[config.mk]
export PLATFORM = sky130hd
export DESIGN_NAME = udma_i2c_rx_pack
export DESIGN_NICKNAME = d
export VERILOG_FILES = /design/src/rtl/udma_i2c_pkg.sv /design/src/rtl/udma_i2c_rx_pack.sv
export SDC_FILE = /design/constraint.sdc
export NUM_CORES = 1
export LEC_CHECK = 0
export CAP_MARGIN = 5
export CORE_ASPECT_RATIO = 0.7
export CORE_UTILIZATION = 48
export DETAILED_ROUTE_END_ITERATION = 16
export PLACE_DENSITY = 0.75
export REMOVE_ABC_BUFFERS = 1
export SLEW_MARGIN = 20
export SYNTH_ARGS = -nofsm -noshare
export SYNTH_HDL_FRONTEND = slang
export SYNTH_SLANG_ARGS = --single-unit
[constraint.sdc]
create_clock -name clk_i -period 2.5 [get_ports clk_i]
set_input_delay 0.75 -clock clk_i [delete_from_list [all_inputs] [get_ports clk_i]]
set_output_delay 0.75 -clock clk_i [all_outputs]
set_load 0.02 [all_outputs]
[src/rtl/udma_i2c_pkg.sv]
// Shared definitions for the uDMA I2C receive path: word size encodings,
// the packer state enum and the size-to-byte-count decode.
package udma_i2c_pkg;

  localparam logic [1:0] SIZE_8  = 2'd0;
  localparam logic [1:0] SIZE_16 = 2'd1;
  localparam logic [1:0] SIZE_32 = 2'd2;

  typedef enum logic [1:0] {
    ST_IDLE = 2'd0,
    ST_ACC  = 2'd1,
    ST_FULL = 2'd2
  } rx_pack_state_e;

  // Reserved encoding 3 packs a full 32-bit word, same as SIZE_32.
  function automatic logic [2:0] size_to_n(input logic [1:0] size);
    case (size)
      SIZE_8:  size_to_n = 3'd1;
      SIZE_16: size_to_n = 3'd2;
      SIZE_32: size_to_n = 3'd4;
      default: size_to_n = 3'd4;
    endcase
  endfunction

endpackage

[src/rtl/udma_i2c_rx_pack.sv]
// Packs received I2C bytes little-endian into 1/2/4-byte words for the uDMA
// RX channel, with a one-word output slot and an accumulator that can hold a
// completed word while the slot is still occupied.
//
// state   | meaning
// --------+----------------------------------------------------------
// ST_IDLE | accumulator empty, next accepted byte starts a new word
// ST_ACC  | accumulator holds 0 < count < N bytes
// ST_FULL | accumulator holds a finished word, output slot occupied
module udma_i2c_rx_pack
  import udma_i2c_pkg::*;
(
  input  logic        clk_i,
  input  logic        rstn_i,
  input  logic        sw_rst_i,
  input  logic [1:0]  cfg_size_i,
  input  logic        flush_i,
  input  logic [7:0]  byte_data_i,
  input  logic        byte_valid_i,
  output logic        byte_ready_o,
  output logic [31:0] word_data_o,
  output logic [1:0]  word_bytes_o,
  output logic        word_valid_o,
  input  logic        word_ready_i,
  output logic        busy_o
);

  rx_pack_state_e state_q, state_d;

  logic [1:0]  count_q, count_d;
  logic [2:0]  n_q, n_d;
  logic [31:0] acc_q, acc_d;
  logic [1:0]  pend_bytes_q, pend_bytes_d;
  logic        slot_valid_q, slot_valid_d;
  logic [31:0] slot_data_q, slot_data_d;
  logic [1:0]  slot_bytes_q, slot_bytes_d;

  logic        byte_accept;
  logic [2:0]  eff_n;
  logic [2:0]  new_count;
  logic [2:0]  new_bytes;
  logic [31:0] lane_word;
  logic [31:0] merged;
  logic        word_done;
  logic        slot_free;

  assign byte_ready_o = (state_q != ST_FULL) || sw_rst_i;
  assign byte_accept  = byte_valid_i && byte_ready_o && !sw_rst_i;

  // The word length is sampled only with the first byte of each word.
  assign eff_n     = (count_q == 2'd0) ? size_to_n(cfg_size_i) : n_q;
  assign lane_word = {24'd0, byte_data_i} << {count_q, 3'b000};
  assign merged    = byte_accept ? (acc_q | lane_word) : acc_q;
  assign new_count = {1'b0, count_q} + {2'b00, byte_accept};
  assign new_bytes = new_count - 3'd1;
  assign slot_free = !slot_valid_q || word_ready_i;
  assign word_done = (state_q != ST_FULL) && (new_count != 3'd0) &&
                     ((byte_accept && (new_count == eff_n)) || flush_i);

  always_comb begin
    state_d      = state_q;
    count_d      = count_q;
    n_d          = n_q;
    acc_d        = acc_q;
    pend_bytes_d = pend_bytes_q;
    slot_valid_d = slot_valid_q && !word_ready_i;
    slot_data_d  = slot_data_q;
    slot_bytes_d = slot_bytes_q;

    if (sw_rst_i) begin
      state_d      = ST_IDLE;
      count_d      = 2'd0;
      n_d          = 3'd0;
      acc_d        = 32'd0;
      pend_bytes_d = 2'd0;
      slot_valid_d = 1'b0;
      slot_data_d  = 32'd0;
      slot_bytes_d = 2'd0;
    end else begin
      unique case (state_q)
        ST_FULL: begin
          if (word_ready_i) begin
            slot_valid_d = 1'b1;
            slot_data_d  = acc_q;
            slot_bytes_d = pend_bytes_q;
            acc_d        = 32'd0;
            state_d      = ST_IDLE;
          end
        end
        default: begin
          if (byte_accept && (count_q == 2'd0)) begin
            n_d = eff_n;
          end
          if (word_done) begin
            count_d = 2'd0;
            if (slot_free) begin
              slot_valid_d = 1'b1;
              slot_data_d  = merged;
              slot_bytes_d = new_bytes[1:0];
              acc_d        = 32'd0;
              state_d      = ST_IDLE;
            end else begin
              // Park the finished word until the slot drains.
              acc_d        = merged;
              pend_bytes_d = new_bytes[1:0];
              state_d      = ST_FULL;
            end
          end else begin
            acc_d   = merged;
            count_d = new_count[1:0];
            state_d = (new_count != 3'd0) ? ST_ACC : ST_IDLE;
          end
        end
      endcase
    end
  end

  always_ff @(posedge clk_i or negedge rstn_i) begin
    if (!rstn_i) begin
      state_q <= ST_IDLE;
    end else begin
      state_q <= state_d;
    end
  end

  always_ff @(posedge clk_i or negedge rstn_i) begin
    if (!rstn_i) begin
      count_q      <= 2'd0;
      n_q          <= 3'd0;
      acc_q        <= 32'd0;
      pend_bytes_q <= 2'd0;
      slot_valid_q <= 1'b0;
      slot_data_q  <= 32'd0;
      slot_bytes_q <= 2'd0;
    end else begin
      count_q      <= count_d;
      n_q          <= n_d;
      acc_q        <= acc_d;
      pend_bytes_q <= pend_bytes_d;
      slot_valid_q <= slot_valid_d;
      slot_data_q  <= slot_data_d;
      slot_bytes_q <= slot_bytes_d;
    end
  end

  assign word_valid_o = slot_valid_q;
  assign word_data_o  = slot_data_q;
  assign word_bytes_o = slot_bytes_q;
  assign busy_o       = (state_q != ST_IDLE) || slot_valid_q;

endmodule
Yosys cells after proc, flatten, opt, wreduce, memory -nomap -nowiden --
Cells that the tools add are included.
Word-level totals: flip-flop bits (word level) 76, latch bits 0, RAM bits 0, ROM bits 0, memories kept 0
Operators by class: add/subtract/negate cells 2, multiply operators 0, divide/modulo/power cells 0, $lt $le $gt $ge 0, equality and inequality tests 7, shifts and indexed selects 1, mux-type cells 39, bitwise operators 1, reductions and logical operators 25
Operators with widths (number):
- 2-to-1 mux 32 bit | 11
- 2-to-1 mux 2 bit | 17
- OR 32 bit | 1
- left shift 8 x 5 -> 32 bit | 1
- 2-to-1 mux 3 bit | 4
- nonzero test 3 bit | 3
- logical AND 1 bit | 7
- 2-to-1 mux 1 bit | 6
- inequality test 2 bit (second input constant) | 3
- case mux 3 bit (2 select lines) | 1
- AND reduction 3 bit | 2
- nonzero test 2 bit | 3
- zero test 2 bit | 2
- logical OR 1 bit | 4
- adder 2 x 1 -> 3 bit | 1
- equality test 3 bit | 1
- zero test 1 bit | 3
- inequality test 3 bit (second input constant) | 1
- equality test 2 x 1 -> 1 bit (second input constant) | 1
- equality test 2 bit (second input constant) | 1
- AND reduction 2 bit | 1
- subtractor 2 x 1 -> 2 bit (second input constant) | 1

Depth between registers and ports, before layout --
Gate-level depths: netlist of run 1.
depth after elaboration 12, depth in mapped cells 14, gate-level depth less buffers 11

Worst setup path after synthesis of run 1 --
No wires, ideal clock.
path kind input to register, from input sw_rst_i, to register slot_data_q[25], in the netlist word_data_o[25], setup time 0.094 ns, arrival time 2.679 ns, data required time 2.406 ns, path slack -0.273 ns, stages 11, path buffers 1, cell sequence nand2b_1 nor2_1 and2_1 ha_1 inv_1 ha_1 nor2b_1 a21oi_1 clkbuf_1 a21oi_1 a211oi_1
On the way: word-level cells in the longest chain between the ends 10
RTL lines:
- start, declared | line udma_i2c_rx_pack.sv:15 | input logic sw_rst_i,
- logical OR 1 bit | line udma_i2c_rx_pack.sv:47 | assign byte_ready_o = (state_q != ST_FULL) || sw_rst_i;
- logical AND 1 bit (2 in series) | line udma_i2c_rx_pack.sv:48 | assign byte_accept = byte_valid_i && byte_ready_o && !sw_rst_i;
- adder 2 x 1 -> 3 bit | line udma_i2c_rx_pack.sv:54 | assign new_count = {1'b0, count_q} + {2'b00, byte_accept};
- equality test 3 bit | line udma_i2c_rx_pack.sv:58 | ((byte_accept && (new_count == eff_n)) || flush_i);
- logical AND 1 bit | line udma_i2c_rx_pack.sv:58
- logical OR 1 bit | line udma_i2c_rx_pack.sv:58
- logical AND 1 bit | line udma_i2c_rx_pack.sv:57 | assign word_done = (state_q != ST_FULL) && (new_count != 3'd0) &&
- nonzero test 3 bit (no source line)
- AND reduction 3 bit (no source line)
- end signal, assigned | line udma_i2c_rx_pack.sv:141 | slot_data_q <= slot_data_d;
- end, declared | line udma_i2c_rx_pack.sv:35 | logic [31:0] slot_data_q, slot_data_d;
Several ways; a longest one is shown, not always the timed one. The select of a mux whose other input is x is not followed. A chain may end at the register's enable or synchronous reset.

Final worst setup path of run 1 --
from input sw_rst_i, to register acc_q[22]
On the way: word-level cells in the longest chain between the ends 11
RTL lines:
- logical OR 1 bit | line udma_i2c_rx_pack.sv:47
- logical AND 1 bit (2 in series) | line udma_i2c_rx_pack.sv:48
- adder 2 x 1 -> 3 bit | line udma_i2c_rx_pack.sv:54
- equality test 3 bit | line udma_i2c_rx_pack.sv:58
- logical AND 1 bit | line udma_i2c_rx_pack.sv:58
- logical OR 1 bit | line udma_i2c_rx_pack.sv:58
- logical AND 1 bit | line udma_i2c_rx_pack.sv:57
- 2-to-1 mux 32 bit | line udma_i2c_rx_pack.sv:94 | if (word_done) begin
- 2-to-1 mux 32 bit | line udma_i2c_rx_pack.sv:80 | unique case (state_q)
- 2-to-1 mux 32 bit | line udma_i2c_rx_pack.sv:70 | if (sw_rst_i) begin
- end signal, assigned | line udma_i2c_rx_pack.sv:130 | acc_q <= 32'd0;
- end signal, assigned | line udma_i2c_rx_pack.sv:138 | acc_q <= acc_d;
- end, declared | line udma_i2c_rx_pack.sv:32 | logic [31:0] acc_q, acc_d;
Several ways; a longest one is shown, not always the timed one.

==> impl_metrics.toml, run 1 <==
[critical_path]
path_delay_family = "simple AND/OR/NAND/NOR gates"
worstSetupPathType = "in -> reg"
cp.required_ns = 2.75
critPathLaunchType = "primary input"
cp.arrival_ns = 2.79
cpMostUsedCell = "and2_4"
cp-end-kind = "flip-flop"
cp_slowest_stage_delay_ns = 0.34
cp_num_buf_inv = 3
crit_slowest_cell = "a211o_1"
path_cells = "buf_8 > nand2b_4 > nor2_4 > and2_4 > ha_4 > xnor2_2 > mux2i_1 > a211oi_2 > a211o_1 > and2_4 > buf_12 > buf_16 > nor3_1"
critical_path_peak_fanout = 6

[pwr]
p_leak_nw = 2.07
power_w = 0.00317
power.density_nw_per_um2 = 647
ir_worst_vdd_v = 0.000457

[sta]
timing.fmax_mhz = 394
setup_slack_ns = -0.0377
report.final.setup_viol = 20
min_period_ns = 2.54
rsz0062_at_grt = "yes"
max_slew.worst_pin.slew_ns = 1.08
slew_violations = 0
hold_viol = 0
clock_skew_ns = 0.0107
slew_headroom_pct = 28.0
period_share_pct = 102

[outcome]
violations = "setup timing"
status = "complete, but fails checks"

[floorplan]
fp.coreArea_um2 = 6730
pin_count = 53
fp.dieH_um = 71.8
die_w_um = 102
fp-row-count = 25
die_area_um2 = 7300
start_util_pct = 49.7

[route]
drtIter0Drc = 154
routed_via_density = 5.78
drt_drc_violations_left = 0
drtAntennaViolNets = 0
drt_pass1_iterations = 4
num_vias = 2861
wl_um = 9260
wl_per_cell_um = 18.7

[cts]
cts_hold_buffers = 0
cts_tree = "done"
clkTransAtPathRegs_ns = 0.08
cts_max_path_buffers = 2
htreeDepth = 3
clockRootBuffer = "clkbuf_8"
numCtsBuffers = 9
clkSinkCount = 76
clkLatencyLatePin_ns = 0.36

[place]
gp_congestion = 0.849
io_buffers = 52
dpl_cell_area_um2 = 4100
dpl.hpwl_um = 5170

[grt]
gr-total-overflow = 0
grtUsageMet1_pct = 38.7
grtUsageTotal_pct = 27.0
grt_busiest_layer = "met2"
met2_usage_pct = 39.2
grt_pass1_wl_um = 14800
grt_pass1_vias = 2879
grt_max_degree = 82
met3_usage_pct = 7.80
antenna_found_initial = 0

[cells_and_area]
most-common-layout-cells = "dfrtp_1 (76), a21oi_1 (67), clkdlybuf4s50_1 (47)"
syn2layout_area_growth_pct = 46.5
drive_above_1_share_pct = 34.2
n_antenna_cell = 0
final_common_cell = "dfrtp_1"
post-route-cell-area_um2 = 4890
fin_nets = 414

[synthesis]
synth-xor-area-share_pct = 0.787
avgSynthCellArea_um2 = 10.7
synth_top_family_by_area = "compound AO/OA/AOI/OAI gates"
synth_fa_ha_area_share_pct = 0.749
synthMuxAreaShare_pct = 0.599
synth_area_um2 = 3340
netlist_instances = 311
yosys.area_share.simple_pct = 14.5
yosysSeqAreaShare_pct = 57.0
yosys.cell_types.count = 35
synth_seq_cells = 76
synth_compound_gate_area_share_pct = 21.4
yosys_warnings = 0

[job]
max-cap-violations = 0

[hold_path]
hp-class = "in -> async"
[routing by layer]
| layer | part of all wire [%] | wire length (um) | vias up |
|---|---|---|---|
| met4 | 2.0 | 181 | 0 |
| met5 | 0 | 0 | - |
| met2 | 47 | 4330 | 123 |
| li1 | - | - | 1296 |
| met3 | 7.6 | 706 | 17 |
| met1 | 44 | 4040 | 1425 |
[synthesized netlist by cell type (all sizes together)]
cell | number | area (um^2)
a211o | 1 | 8.76
a211oi | 34 | 280
a21o | 3 | 22.5
a21oi | 69 | 345
a221o | 1 | 10.0
a311oi | 1 | 8.76
and2 | 2 | 15.0
and3 | 1 | 6.26
buf | 13 | 93.8
clkbuf | 14 | 52.6
dfrtp | 76 | 1900
ha | 2 | 25.0
inv | 5 | 18.8
mux2i | 2 | 20.0
nand2 | 7 | 26.3
nand2b | 11 | 68.8
nand3 | 1 | 5.00
nor2 | 12 | 47.6
nor2b | 5 | 31.3
nor3 | 33 | 225
nor3b | 2 | 15.0
o211ai | 1 | 7.51
o21ai | 5 | 25.0
o31ai | 1 | 7.51
or2 | 2 | 12.5
or3 | 2 | 12.5
or4b | 2 | 20.0
xnor2 | 3 | 26.3
[final cells by class]
cell class	instances	area, um^2
multi-input cells	203	1580
flip-flops and latches	76	1900
fillers	456	1830
clock buffers	12	145
clock inverters	4	48.8
inverters	5	21.3
repair buffers	101	1080
well taps	94	118
[flip-flops by register name (all words and copies together) (netlist names)]
register / cells
acc_q: 32
count_q: 2
n_q: 3
pend_bytes_q: 2
state_q: 2
word_bytes_o: 2
word_data_o: 32
word_valid_o: 1
[path summary, 6_finish.rpt]
path,from,end,slack (ns),depth (start not counted)
max,sw_rst_i,acc_q[22],-0.04,13
min,rstn_i,count_q[0],0.34,1
max reg2reg,state_q[0],word_data_o[13],0.02,11
min reg2reg,acc_q[0],acc_q[0],0.53,2
max in group asynchronous,rstn_i,word_data_o[26],1.57,2
min in group clk_i,acc_q[0],acc_q[0],0.53,2
[cells by family after synthesis]
family	after synthesis
AND/OR/NAND/NOR	80
buffers and inverters	32
flip-flops	76
AO/OA/AOI/OAI	116
multiplexers	2
XOR/XNOR	3
adder cells (fa/ha/maj)	2
[metrics by stage]
step                util, %  TNS (ns)  hold WS, ns  cells  setup WS, ns
floorplan                 -    -99.40        0.454    284         -1.55
global placement       60.9    -44.14        0.489    462        -0.667
detailed placement     60.9    -48.78        0.502    462        -0.760
CTS                    71.6         0        0.357    494        0.0145
global route           72.8     -5.89        0.366    495        -0.110
finish                 72.8    -0.191        0.341    495       -0.0377
[repair_timing]
action                                  in CTS  in global routing
pin swaps                                   11                 15
setup buffers                               13                  1
cloned                                       4                  2
endpoints found under the setup margin      74                 70
gates resized for setup                     75                 10
endpoints found under the hold margin        0                  0
[worst reg2reg max path, cell delays in order (launching register included)]
cell      delay, ns
dfrtp_1        0.41
nor2b_4        0.15
nor2_4         0.04
and2_4         0.14
ha_4           0.17
a221o_1        0.33
a211oi_2       0.29
a211o_1        0.22
and2_4         0.24
buf_6          0.15
buf_12         0.12
a211oi_2       0.07
[power breakdown]
part | switching, W | internal, W | total [W]
logic | 0.000452 | 0.000427 | 0.000879
registers | 0.0000449 | 0.00130 | 0.00135
clock network | 0.000452 | 0.000488 | 0.000940
total | 0.000950 | 0.00222 | 0.00317
No activity file was read; power rests on OpenSTA's default activity.
==> run 2: changes to the inputs <==
--- a/config.mk
+++ b/config.mk
@@ -11,6 +11,7 @@
 export DETAILED_ROUTE_END_ITERATION = 16
 export PLACE_DENSITY = 0.75
 export REMOVE_ABC_BUFFERS = 1
+export SETUP_SLACK_MARGIN = 0.05
 export SLEW_MARGIN = 20
 export SYNTH_ARGS = -nofsm -noshare
 export SYNTH_HDL_FRONTEND = slang
==> impl_metrics.toml, run 2 (synthesized netlist as in run 1, its figures left out) <==
[outcome]
status = "complete, but fails checks"
violations = "setup timing"

[route]
routed_via_density = 5.81
drtAntennaViolNets = 0
wl_um = 9590
wl_per_cell_um = 19.2
drt_drc_violations_left = 0
drt_pass1_iterations = 4
num_vias = 2897
drtIter0Drc = 246

[grt]
grt_busiest_layer = "met2"
met2_usage_pct = 39.7
grtUsageMet1_pct = 39.3
grt_pass1_wl_um = 14900
grt_max_degree = 82
antenna_found_initial = 0
grtUsageTotal_pct = 27.4
gr-total-overflow = 0
met3_usage_pct = 8.29
grt_pass1_vias = 2876

[place]
io_buffers = 52
dpl.hpwl_um = 5170
gp_congestion = 0.849
dpl_cell_area_um2 = 4100

[sta]
period_share_pct = 103
max_slew.worst_pin.slew_ns = 1.10
timing.fmax_mhz = 389
slew_headroom_pct = 26.9
fin_hold_ws_ns = 0.348
setup_slack_ns = -0.0692
report.final.setup_viol = 45
min_period_ns = 2.57
hold_viol = 0
slew_violations = 0
tns_ns = -1.61
rsz0062_at_grt = "yes"
clock_skew_ns = 0.0115

[floorplan]
fp-row-count = 25
fp.dieH_um = 71.8
start_util_pct = 49.7
pin_count = 53
die_w_um = 102
die_area_um2 = 7300
fp.coreArea_um2 = 6730

[pwr]
ir_worst_vdd_v = 0.000388
p_clk_share_pct = 29.3
share_seq_of_total_power_pct = 42.0
power.density_nw_per_um2 = 644
intPower_w = 0.00224
switching_share_pct = 30.1
p_leak_nw = 2.12
p_sw_w = 0.000964
comb_power_share_pct = 28.7

[cts]
htreeDepth = 3
clkSinkCount = 76
clkLatencyLatePin_ns = 0.36
cts_max_path_buffers = 2
clockRootBuffer = "clkbuf_8"
cts_tree = "done"
clkTransAtPathRegs_ns = 0.08
numCtsBuffers = 9

[critical_path]
worstSetupPathType = "in -> reg"
cp-end-kind = "flip-flop"
critical_path_peak_fanout = 8
cp.required_ns = 2.76
critPathLaunchType = "primary input"
cp.arrival_ns = 2.83

[cells_and_area]
fin_nets = 418
n_antenna_cell = 0
post-route-cell-area_um2 = 4980
most-common-layout-cells = "dfrtp_1 (76), a21oi_1 (67), clkdlybuf4s50_1 (46)"
area.sequential_um2 = 1900
utilization_pct = 74.1
syn2layout_area_growth_pct = 49.2
fillers = 450
multi_input_area_um2 = 1590
final_common_cell = "dfrtp_1"
drive_above_1_share_pct = 35.1

[hold_path]
hp-class = "in -> async"

[job]
max-cap-violations = 0
## run 2: power groups by stage
stage	sequential, W	clock, W	combinational (W)
2_1_floorplan	0.00143	0	0.000234
3_3_place_gp	0.00137	0	0.000632
3_5_place_dp	0.00137	0	0.000639
4_1_cts	0.00135	0.000942	0.000854
5_1_grt	0.00136	0.000994	0.000972
6_report	0.00135	0.000939	0.000921
## run 2: metrics by stage
stage | setup slack [ns] | std cells | power, W
after global routing | -0.143 | 499 | 0.00332
final | -0.0692 | 499 | 0.00321
after CTS | -0.0275 | 495 | 0.00314
after floorplan | -1.55 | 284 | 0.00167
after detailed placement | -0.760 | 462 | 0.00201
after global placement | -0.667 | 462 | 0.00200
## run 2: layout make-up
type / instances / area share [%]
clock buffers: 12 / 2.91
clock inverters: 4 / 0.979
inverters: 5 / 0.427
multi-input cells: 203 / 31.9
flip-flops and latches: 76 / 38.2
well taps: 94 / 2.36
repair buffers: 105 / 23.2
## run 2: path summary, 6_finish.rpt
| kind | startpoint | end | slack, ns | depth (start not counted) |
|---|---|---|---|---|
| worst max-delay path | sw_rst_i | acc_q[27] | -0.07 | 14 |
| worst min-delay path | rstn_i | count_q[0] | 0.35 | 1 |
| worst max register to register | count_q[1] | acc_q[27] | -0.02 | 10 |
| worst min register to register | acc_q[31] | acc_q[31] | 0.53 | 2 |
| max in group asynchronous | rstn_i | word_data_o[26] | 1.57 | 2 |
| min in group clk_i | acc_q[31] | acc_q[31] | 0.53 | 2 |
## run 2: routing by layer
metal / wire length [um] / share of wire, % / vias up
li1: - / - / 1303
met5: 0 / 0 / -
met4: 79 / 0.82 / 0
met1: 4190 / 44 / 1471
met2: 4650 / 48 / 115
met3: 675 / 7.0 / 8
## run 2: worst max-delay path, cell delays in order
cell	delay (ns)
buf_8	0.10
nand2b_4	0.14
nor2_4	0.10
and2_4	0.15
ha_4	0.16
xnor2_2	0.07
mux2i_1	0.19
a211oi_2	0.07
a211o_1	0.31
and2_4	0.20
buf_12	0.13
buf_12	0.12
buf_16	0.14
nor3_1	0.18
## run 2: what timing repair did
action | CTS | global route
pin swaps | 17 | 9
setup buffers | 13 | 3
cloned | 4 | 3
gates resized for setup | 79 | 11
hold buffers | 0 | 0
endpoints found under the setup margin | 74 | 72
